--- config.mk ---
export PLATFORM = sky130hd
export DESIGN_NAME = cache_port_arbiter
export DESIGN_NICKNAME = d
export VERILOG_FILES = /design/src/rtl/cache_arb_pkg.sv /design/src/rtl/arb_id_fifo.sv /design/src/rtl/cache_port_arbiter.sv
export SDC_FILE = /design/constraint.sdc
export NUM_CORES = 1
export LEC_CHECK = 0
export CORE_AREA = 4 4 102 104
export CTS_CLUSTER_DIAMETER = 200
export DETAILED_ROUTE_END_ITERATION = 7
export DIE_AREA = 0 0 106 108
export GPL_TIMING_DRIVEN = 0
export PLACE_DENSITY = 0.67
export RECOVER_POWER = 100
export SYNTH_ARGS = -nofsm -noshare
export SYNTH_HDL_FRONTEND = slang
export SYNTH_SLANG_ARGS = --single-unit
--- constraint.sdc ---
create_clock -name clk -period 2.4 [get_ports clk]
set_input_delay 0.36 -clock clk [delete_from_list [all_inputs] [get_ports clk]]
set_output_delay 0.36 -clock clk [all_outputs]
set_load 0.01 [all_outputs]
--- src/rtl/cache_arb_pkg.sv ---
// ----------------------------------------------------------------------------
// cache_arb_pkg
// Shared types and helpers for the two-master cache port arbiter.
//   master_id_t     : 1-bit master identifier (0 = instruction, 1 = data)
//   arb_state_t     : IDLE / HOLD lock state of the arbiter
//   fifo_cnt_width(): bits needed to count 0..depth outstanding entries
// ----------------------------------------------------------------------------
package cache_arb_pkg;

  typedef logic master_id_t;

  localparam master_id_t MASTER_INSTR = 1'b0;
  localparam master_id_t MASTER_DATA  = 1'b1;

  typedef enum logic {
    ARB_IDLE = 1'b0,
    ARB_HOLD = 1'b1
  } arb_state_t;

  // The count must represent both "empty" (0) and "full" (depth).
  function automatic int unsigned fifo_cnt_width(input int unsigned depth);
    return $clog2(depth + 1);
  endfunction

endpackage

--- src/rtl/arb_id_fifo.sv ---
// ----------------------------------------------------------------------------
// arb_id_fifo
// In-order FIFO of master IDs, one entry per granted-but-unanswered transfer.
// The head names the master that owns the next response from the cache.
//   clk, rst_n : clock / asynchronous active-low reset (clears to empty)
//   push_i     : write din_i (ignored when full)
//   pop_i      : drop the head entry (ignored when empty)
//   din_i      : master ID to enqueue
//   dout_o     : master ID at the head (meaningful only when !empty_o)
//   full_o     : DEPTH entries held, from the registered count
//   empty_o    : no entries held
// ----------------------------------------------------------------------------
module arb_id_fifo
  import cache_arb_pkg::*;
#(
  parameter int unsigned DEPTH = 2
) (
  input  logic       clk,
  input  logic       rst_n,
  input  logic       push_i,
  input  logic       pop_i,
  input  master_id_t din_i,
  output master_id_t dout_o,
  output logic       full_o,
  output logic       empty_o
);

  localparam int unsigned CNT_W = fifo_cnt_width(DEPTH);
  localparam int unsigned PTR_W = (DEPTH > 1) ? $clog2(DEPTH) : 1;
  localparam logic [CNT_W-1:0] CNT_FULL = CNT_W'(DEPTH);
  localparam logic [PTR_W-1:0] PTR_LAST = PTR_W'(DEPTH - 1);

  master_id_t       mem_q [DEPTH];
  logic [PTR_W-1:0] wr_ptr_q, wr_ptr_d;
  logic [PTR_W-1:0] rd_ptr_q, rd_ptr_d;
  logic [CNT_W-1:0] cnt_q, cnt_d;
  logic             do_push, do_pop;

  assign full_o  = (cnt_q == CNT_FULL);
  assign empty_o = (cnt_q == '0);
  assign dout_o  = mem_q[rd_ptr_q];

  assign do_push = push_i & ~full_o;
  assign do_pop  = pop_i & ~empty_o;

  always_comb begin
    // NOTE: every signal driven here gets a default first so no path leaves
    // it unassigned; otherwise synthesis infers a latch.
    wr_ptr_d = wr_ptr_q;
    rd_ptr_d = rd_ptr_q;
    cnt_d    = cnt_q;

    if (do_push) wr_ptr_d = (wr_ptr_q == PTR_LAST) ? '0 : wr_ptr_q + PTR_W'(1);
    if (do_pop)  rd_ptr_d = (rd_ptr_q == PTR_LAST) ? '0 : rd_ptr_q + PTR_W'(1);

    // A simultaneous push and pop leaves the count unchanged.
    unique case ({do_push, do_pop})
      2'b10:   cnt_d = cnt_q + CNT_W'(1);
      2'b01:   cnt_d = cnt_q - CNT_W'(1);
      default: cnt_d = cnt_q;
    endcase
  end

  // NOTE: state registers use non-blocking assignments so every flop samples
  // the pre-edge values of its neighbours, matching the hardware.
  always_ff @(posedge clk or negedge rst_n) begin
    if (!rst_n) begin
      wr_ptr_q <= '0;
      rd_ptr_q <= '0;
      cnt_q    <= '0;
    end else begin
      wr_ptr_q <= wr_ptr_d;
      rd_ptr_q <= rd_ptr_d;
      cnt_q    <= cnt_d;
    end
  end

  // NOTE: storage is deliberately not reset; the count and pointers alone
  // decide validity, and leaving the array reset-free keeps it plain RAM/flops.
  always_ff @(posedge clk) begin
    if (do_push) mem_q[wr_ptr_q] <= din_i;
  end

endmodule

--- src/rtl/cache_port_arbiter.sv ---
// ----------------------------------------------------------------------------
// cache_port_arbiter
// Shares the cache processor-side port between the instruction fetch (m0) and
// data (m1) ports using the req/gnt/rvalid protocol. Round-robin arbitration;
// a request that the cache stalls is locked in (HOLD) until granted. Responses
// are steered back in order via a FIFO of master IDs.
//   clk, rst_n                 : clock / asynchronous active-low reset
//   mX_req_i / mX_gnt_o        : master request / grant
//   mX_addr_i, mX_we_i,
//   mX_be_i, mX_wdata_i        : master request fields
//   mX_rvalid_o, mX_rdata_o    : master response (rdata shared from cache)
//   s_req_o / s_gnt_i          : request to / grant from the cache
//   s_addr_o, s_we_o,
//   s_be_o, s_wdata_o          : request fields of the selected master
//   s_rvalid_i, s_rdata_i      : cache response
//   err_o                      : sticky flag, response with nothing outstanding
// ----------------------------------------------------------------------------
module cache_port_arbiter
  import cache_arb_pkg::*;
#(
  parameter int unsigned ADDR_WIDTH      = 16,
  parameter int unsigned DATA_WIDTH      = 32,
  parameter int unsigned MAX_OUTSTANDING = 2
) (
  input  logic                    clk,
  input  logic                    rst_n,
  // master 0: instruction fetch
  input  logic                    m0_req_i,
  output logic                    m0_gnt_o,
  output logic                    m0_rvalid_o,
  input  logic [ADDR_WIDTH-1:0]   m0_addr_i,
  input  logic                    m0_we_i,
  input  logic [DATA_WIDTH/8-1:0] m0_be_i,
  input  logic [DATA_WIDTH-1:0]   m0_wdata_i,
  output logic [DATA_WIDTH-1:0]   m0_rdata_o,
  // master 1: data
  input  logic                    m1_req_i,
  output logic                    m1_gnt_o,
  output logic                    m1_rvalid_o,
  input  logic [ADDR_WIDTH-1:0]   m1_addr_i,
  input  logic                    m1_we_i,
  input  logic [DATA_WIDTH/8-1:0] m1_be_i,
  input  logic [DATA_WIDTH-1:0]   m1_wdata_i,
  output logic [DATA_WIDTH-1:0]   m1_rdata_o,
  // cache side
  output logic                    s_req_o,
  input  logic                    s_gnt_i,
  input  logic                    s_rvalid_i,
  output logic [ADDR_WIDTH-1:0]   s_addr_o,
  output logic                    s_we_o,
  output logic [DATA_WIDTH/8-1:0] s_be_o,
  output logic [DATA_WIDTH-1:0]   s_wdata_o,
  input  logic [DATA_WIDTH-1:0]   s_rdata_i,
  output logic                    err_o
);

  arb_state_t state_q, state_d;
  master_id_t lock_id_q, lock_id_d;
  master_id_t rr_ptr_q, rr_ptr_d;
  master_id_t sel;
  master_id_t fifo_head;
  logic       err_q, err_d;
  logic [1:0] req_vec;
  logic       sel_req;
  logic       accept;
  logic       rsp_ok;
  logic       fifo_full, fifo_empty;

  // Requests are masked while reset is asserted so s_req_o drops at once and
  // the field mux falls back to rr_ptr (= m0) during reset.
  assign req_vec = {m1_req_i, m0_req_i} & {2{rst_n}};

  // Selected master: the locked one in HOLD, otherwise priority holder first.
  always_comb begin
    sel = rr_ptr_q;
    if (state_q == ARB_HOLD)      sel = lock_id_q;
    else if (req_vec[rr_ptr_q])   sel = rr_ptr_q;
    else if (req_vec[~rr_ptr_q])  sel = ~rr_ptr_q;
  end

  assign sel_req = req_vec[sel];
  assign accept  = s_req_o & s_gnt_i;
  assign rsp_ok  = s_rvalid_i & ~fifo_empty;

  // --------------------------------------------------------------------------
  // Lock FSM: state register / next-state / outputs
  // --------------------------------------------------------------------------
  always_ff @(posedge clk or negedge rst_n) begin
    if (!rst_n) begin
      state_q   <= ARB_IDLE;
      lock_id_q <= MASTER_INSTR;
    end else begin
      state_q   <= state_d;
      lock_id_q <= lock_id_d;
    end
  end

  always_comb begin
    state_d   = state_q;
    lock_id_d = lock_id_q;
    unique case (state_q)
      ARB_IDLE: begin
        // A stalled request is frozen so its fields stay stable until granted.
        if (s_req_o && !s_gnt_i) begin
          state_d   = ARB_HOLD;
          lock_id_d = sel;
        end
      end
      ARB_HOLD: begin
        // While the FIFO is full s_req_o is low, so the lock simply persists.
        if (accept) state_d = ARB_IDLE;
      end
      default: state_d = ARB_IDLE;
    endcase
  end

  always_comb begin
    s_req_o     = sel_req & ~fifo_full;
    m0_gnt_o    = s_gnt_i & s_req_o & (sel == MASTER_INSTR);
    m1_gnt_o    = s_gnt_i & s_req_o & (sel == MASTER_DATA);
    m0_rvalid_o = rsp_ok & (fifo_head == MASTER_INSTR);
    m1_rvalid_o = rsp_ok & (fifo_head == MASTER_DATA);
    s_addr_o    = (sel == MASTER_DATA) ? m1_addr_i  : m0_addr_i;
    s_we_o      = (sel == MASTER_DATA) ? m1_we_i    : m0_we_i;
    s_be_o      = (sel == MASTER_DATA) ? m1_be_i    : m0_be_i;
    s_wdata_o   = (sel == MASTER_DATA) ? m1_wdata_i : m0_wdata_i;
  end

  assign m0_rdata_o = s_rdata_i;
  assign m1_rdata_o = s_rdata_i;
  assign err_o      = err_q;

  // --------------------------------------------------------------------------
  // Round-robin pointer and sticky error
  // --------------------------------------------------------------------------
  always_comb begin
    rr_ptr_d = accept ? ~sel : rr_ptr_q;
    err_d    = err_q | (s_rvalid_i & fifo_empty);
  end

  always_ff @(posedge clk or negedge rst_n) begin
    if (!rst_n) begin
      rr_ptr_q <= MASTER_INSTR;
      err_q    <= 1'b0;
    end else begin
      rr_ptr_q <= rr_ptr_d;
      err_q    <= err_d;
    end
  end

  // --------------------------------------------------------------------------
  // Outstanding-transfer ID FIFO
  // --------------------------------------------------------------------------
  arb_id_fifo #(
    .DEPTH (MAX_OUTSTANDING)
  ) u_id_fifo (
    .clk     (clk),
    .rst_n   (rst_n),
    .push_i  (accept),
    .pop_i   (rsp_ok),
    .din_i   (sel),
    .dout_o  (fifo_head),
    .full_o  (fifo_full),
    .empty_o (fifo_empty)
  );

endmodule
After elaboration in Yosys (flattened, before gate mapping)

Memory sizes are Yosys's and may differ from the RTL's.
Index checks and enable logic that the tools add are counted.

Register bits after elaboration: 8
Bits in writable memories: 2
Bits of input ports: 144
Output and inout bits: 123
Word-level logic and storage cells: 62
Memories kept: 1

Memory list:

| memory          | words | bits a word | rd ports | clocked after memory_dff | write ports | line              | RTL |
|---|---|---|---|---|---|---|---|
| u_id_fifo.mem_q | 2     | 1           | 1        | 0                        | 1           | arb_id_fifo.sv:33 | `master_id_t mem_q [DEPTH];` |

Add/sub/neg operators: 4
$lt $le $gt $ge: 3
Equal/unequal tests: 3
Muxes and demuxes: 21
Bitwise gates (word level): 18
Reductions and logical operators: 5

Operators by type and width:

| cell                                                                         | number |
|---|---|
| 32-bit two-way mux                                                           | 1 |
| 1-bit two-way mux                                                            | 16 |
| 16-bit two-way mux                                                           | 1 |
| 1-bit AND                                                                    | 10 |
| 1-bit by 2-bit less-than comparator with 1-bit output, second input constant | 3 |
| 1-bit NOT                                                                    | 6 |
| 2-bit == test, second input constant                                         | 2 |
| 4-bit two-way mux                                                            | 1 |
| 2-bit one-hot mux with 2 select lines                                        | 1 |
| 1-bit adder, second input constant                                           | 2 |
| 2-bit by 1-bit adder with 2-bit output, second input constant                | 1 |
| 2-bit AND                                                                    | 1 |
| 2-bit by 1-bit == test with 1-bit output, second input constant              | 1 |
| 2-bit zero test                                                              | 1 |
| 1-bit one-hot mux with 2 select lines                                        | 1 |
| 2-bit AND reduction                                                          | 1 |
| 2-bit nonzero test                                                           | 1 |
| 2-bit by 1-bit subtractor with 2-bit output, second input constant           | 1 |
| 1-bit logical AND                                                            | 1 |
| 1-bit zero test                                                              | 1 |
| 1-bit bitwise OR                                                             | 1 |

Longest topological paths before layout

Depth after elaboration: 13
Mapped depth: 8

By module

From an unflattened synthesis, not the netlist that was laid out.

Cell total of the unflattened synthesis: 170
Area, all modules: 1,859.3 µm²

By module, submodules not included:

| module             | instances | cells each | area an instance (µm²) |
|---|---|---|---|
| cache_port_arbiter | 1         | 149        | 1,591.5 |
| arb_id_fifo        | 1         | 21         | 267.8 |

Worst setup path before layout

OpenSTA, ideal clock, no wires.

Kind: register to register
Start point: register with a tool-made name
End point: register u_id_fifo.cnt_q[1]
Setup time: 0.080 ns
Data arrival time: 1.786 ns
Slack: 0.534 ns
Cell stages (with the launch flop): 8
Buffers on the path: 1
Period minus slack after synthesis: 1.866 ns
Path through: dfrtp_1 > nand2_2 > nor2_1 > or4b_4 > buf_6 > ha_1 > nor2_1 > xnor2_1

RTL lines:

| element                | line              | RTL |
|---|---|---|
| end signal: assignment | arb_id_fifo.sv:74 | `cnt_q <= cnt_d;` |
| end: declaration       | arb_id_fifo.sv:36 | `logic [CNT_W-1:0] cnt_q, cnt_d;` |

Final worst setup path

Start point: register rr_ptr_q
End point: output port s_wdata_o[16]

Longest elaborated chain between the ends: 6

Ends and longest elaborated chain:

| element                                              | line                      | RTL |
|---|---|---|
| start: declaration                                   | cache_port_arbiter.sv:59  | `master_id_t rr_ptr_q, rr_ptr_d;` |
| start signal: assignment                             | cache_port_arbiter.sv:146 | `rr_ptr_q <= rr_ptr_d;` |
| 1-bit two-way mux (implied by the code) (2 in a row) | cache_port_arbiter.sv:78  | `else if (req_vec[~rr_ptr_q]) sel = ~rr_ptr_q;` |
| 1-bit two-way mux                                    | cache_port_arbiter.sv:78  |  |
| 1-bit two-way mux (*)                                | cache_port_arbiter.sv:77  | `else if (req_vec[rr_ptr_q]) sel = rr_ptr_q;` |
| 1-bit two-way mux (*)                                | cache_port_arbiter.sv:76  | `if (state_q == ARB_HOLD) sel = lock_id_q;` |
| 32-bit two-way mux (*)                               | cache_port_arbiter.sv:126 | `s_wdata_o = (sel == MASTER_DATA) ? m1_wdata_i : m0_wdata_i;` |
| end: declaration                                     | cache_port_arbiter.sv:52  | `output logic [DATA_WIDTH-1:0] s_wdata_o,` |

Mark *: on every way between the ends. The rest lies on a longest branch, timed or not. The select of a mux whose other input is x is not followed.

==> reports/qor.yml <==
yosysWarnings: 0
rrSetupSlack_ns: 0.40
met3_usage: 0.04060
overflow: 0
track_usage: 0.1272
place_ws_ns: -0.9047
critPathMaxFanout: 7
synth-xor-area-share: 0.02600
routed_wl_mm: 8.249
min_path_type: "reg -> reg"
fillers: 948
final_common_cell: "clkdlybuf4s50_1"
synth_top_family_by_area: "multiplexers"
synth_mux_area_frac: 0.3730
synth.avg_cell_area_um2: 9.624
path_clk_slew_ns: 0.04
rsz0062_at_grt: "no"
start_util: 0.1764
diodes: 0
ys_seq_area_frac: 0.1545
cts_tree: "built"
power_mw: 3.072
synth_cell_types: 27
antenna_found_initial: 0
yosys.area_share.simple: 0.05721
first_iter_violations: 42
relSlewSlack: 0.6628
syn_area_mm2: 0.001684
fin_crit_sh: 0.9714
hold_viol_final: 0
outcome: "completed"
clock_latency_ns: 0.23
rr_worst_depth: 8
tightest_slew_ns: 0.5006
numCtsBuffers: 3
cts-root-buf: "clkbuf_8"
drc_errors: 0
min_path_cells: 1
leakagePower_nw: 1.847
htreeDepth: 1
core_mm2: 0.009549
drtPass1Iterations: 4
synthAdderAreaFrac: 0.007429
die_y_um: 108
setup_ws_ns: 0.06854
setup_viol: 0
drive_above_1_share: 0.3397
vias_per_cell: 3.796
startpoint_type: "register"
met1_usage: 0.1324
avgRoutedWirePerCell_um: 14.89
port-buffer-count: 234
synth_compound_area_frac: 0.04829
endpoint: "s_wdata_o[16]"
required_ns: 2.04
grt_pass1_vias: 2237
synth.net_count: 320
grt_pass1_wl_mm: 11.49
synthToLayoutAreaGrowth_pct: 152.8
finalNetCount: 567
grt.busiest_layer: "met2"
die_width_um: 106
ioPinCount: 267
skew_ns: 0.002663
cts_sinks: 10
dieArea_mm2: 0.01145
final_cell_mix: "107 x clkdlybuf4s50_1, 70 x dlygate4sd3_1, 67 x buf_4"
power_density_mw_per_mm2: 721.5
crit_type: "reg -> out"
gr-usage-met2: 0.2500
ant_nets: 0
peakVddDrop_mv: 0.3392
timing.fmax_mhz: 428.9
dp.final_hpwl_mm: 7.365
vias: 2103
globalplace.congestion: 0.7014
grt_max_degree: 11
crit_path_end_kind: "primary output"
cts_max_path_buffers: 2
worstPathArrival_ns: 1.97
num_rows: 36
critPathLaunch: "rr_ptr_q$_DFFE_PN0P_"
cap_violations: 0
r2r-end: "u_id_fifo.cnt_q[1]$_DFFE_PN0P_"
slew_viol_final: 0
ys_seq_elements: 10
period_minus_slack_ns: 2.331
netlist_instances: 175
==> layout make-up <==
class,instances,area (um2),area share
Timing Repair Buffer,246,2386,0.5604
Tap cell,133,166.4,0.03908
Sequential cell,10,262.8,0.06171
Clock buffer,4,45.04,0.01058
Multi-Input combinational cell,90,878.3,0.2063
Inverter,4,15.01,0.003526
Buffer,67,504.2,0.1184
==> metal layers <==
metal,up-vias,part of all wire
met3,6,0.090
met1,949,0.35
met2,127,0.55
met5,-,0
li1,1021,-
met4,0,0.011
==> how the worst min path moves through the flow <==
stage | end | start | slack, ns
after floorplan | async pin | rst_n | 0.06
after global placement | err_o$_DFF_PN0_ | err_o$_DFF_PN0_ | 0.45
after detailed placement | err_o$_DFF_PN0_ | err_o$_DFF_PN0_ | 0.45
after CTS | err_o$_DFF_PN0_ | err_o$_DFF_PN0_ | 0.46
after global routing | err_o$_DFF_PN0_ | err_o$_DFF_PN0_ | 0.49
final | err_o$_DFF_PN0_ | err_o$_DFF_PN0_ | 0.45
==> where the power goes <==
| part | total (mW) | internal [mW] | leakage, nW | switching, mW |
|---|---|---|---|---|
| registers | 0.323 | 0.252 | 0.106 | 0.0708 |
| clock network | 0.179 | 0.116 | 0.0228 | 0.0628 |
| logic | 2.57 | 1.58 | 1.72 | 0.995 |
==> what timing repair did <==
action	4_1_cts	5_1_grt
gates resized for setup	127	9
setup buffers	8	0
pin swaps	2	0
setup endpoints to repair	58	33
hold buffers	1	0
hold endpoints to repair	8	0
gates cloned	3	0
==> worst max-delay path, cell delays in order (launching register included) <==
cell       delay, ns
dfrtp_2         0.41
a21boi_4        0.08
o31ai_4         0.24
buf_6           0.18
buf_4           0.13
bufbuf_16       0.24
mux2_2          0.32
buf_2           0.15
==> synth_stat cells <==
library cell	n	area [um2]
buf_4	64	480.5
o21ai_0	1	5.000
o21ai_1	1	5.000
mux2_2	47	529.3
mux2_1	7	78.83
a21oi_1	3	15.01
inv_1	4	15.01
dfrtp_1	8	200.2
nor4_1	1	6.260
o31ai_4	1	21.27
o21a_1	1	7.510
nor2_1	8	30.03
nor3_1	1	5.000
mux2i_1	2	20.02
edfxtp_1	2	60.06
a21boi_2	1	11.26
a21o_1	1	7.510
nand2_2	1	6.260
buf_6	5	56.30
xnor2_1	5	43.79
a21oi_2	1	8.760
ha_1	1	12.51
nand2b_1	3	18.77
or4b_4	1	13.76
nand2_1	1	3.750
nor2b_1	2	12.51
buf_2	2	10.01
==> flip-flops by register name, summed over array words and instances, names as in the netlist, named ones only <==
register,flops
u_id_fifo.wr_ptr_q,1
lock_id_q,1
u_id_fifo.rd_ptr_q,1
rr_ptr_q,1
u_id_fifo.cnt_q,2
err_o,1
u_id_fifo.mem_q,2
==> metrics by stage <==
step	cell area, um2	hold WS [ns]	setup TNS [ns]	utilization	std cells
floorplan	1684	0.06441	0	-	175
global placement	4193	0.4453	-45.50	0.4391	542
detailed placement	4193	0.4517	-46.91	0.4391	542
CTS	4300	0.4621	-0.2906	0.4503	555
global route	4258	0.4874	0	0.4459	554
finish	4258	0.4500	0	0.4459	554
==> kinds of logic after synthesis <==
| kind of cell | after synthesis |
|---|---|
| muxes | 56 |
| xor gates and xnor gates | 5 |
| AOI/OAI and AO/OA | 10 |
| and+or+nand+nor | 18 |
| adders and majority gates | 1 |
| DFF | 10 |
| buffers and inverters | 75 |
(Power assumes the default switching activity.)
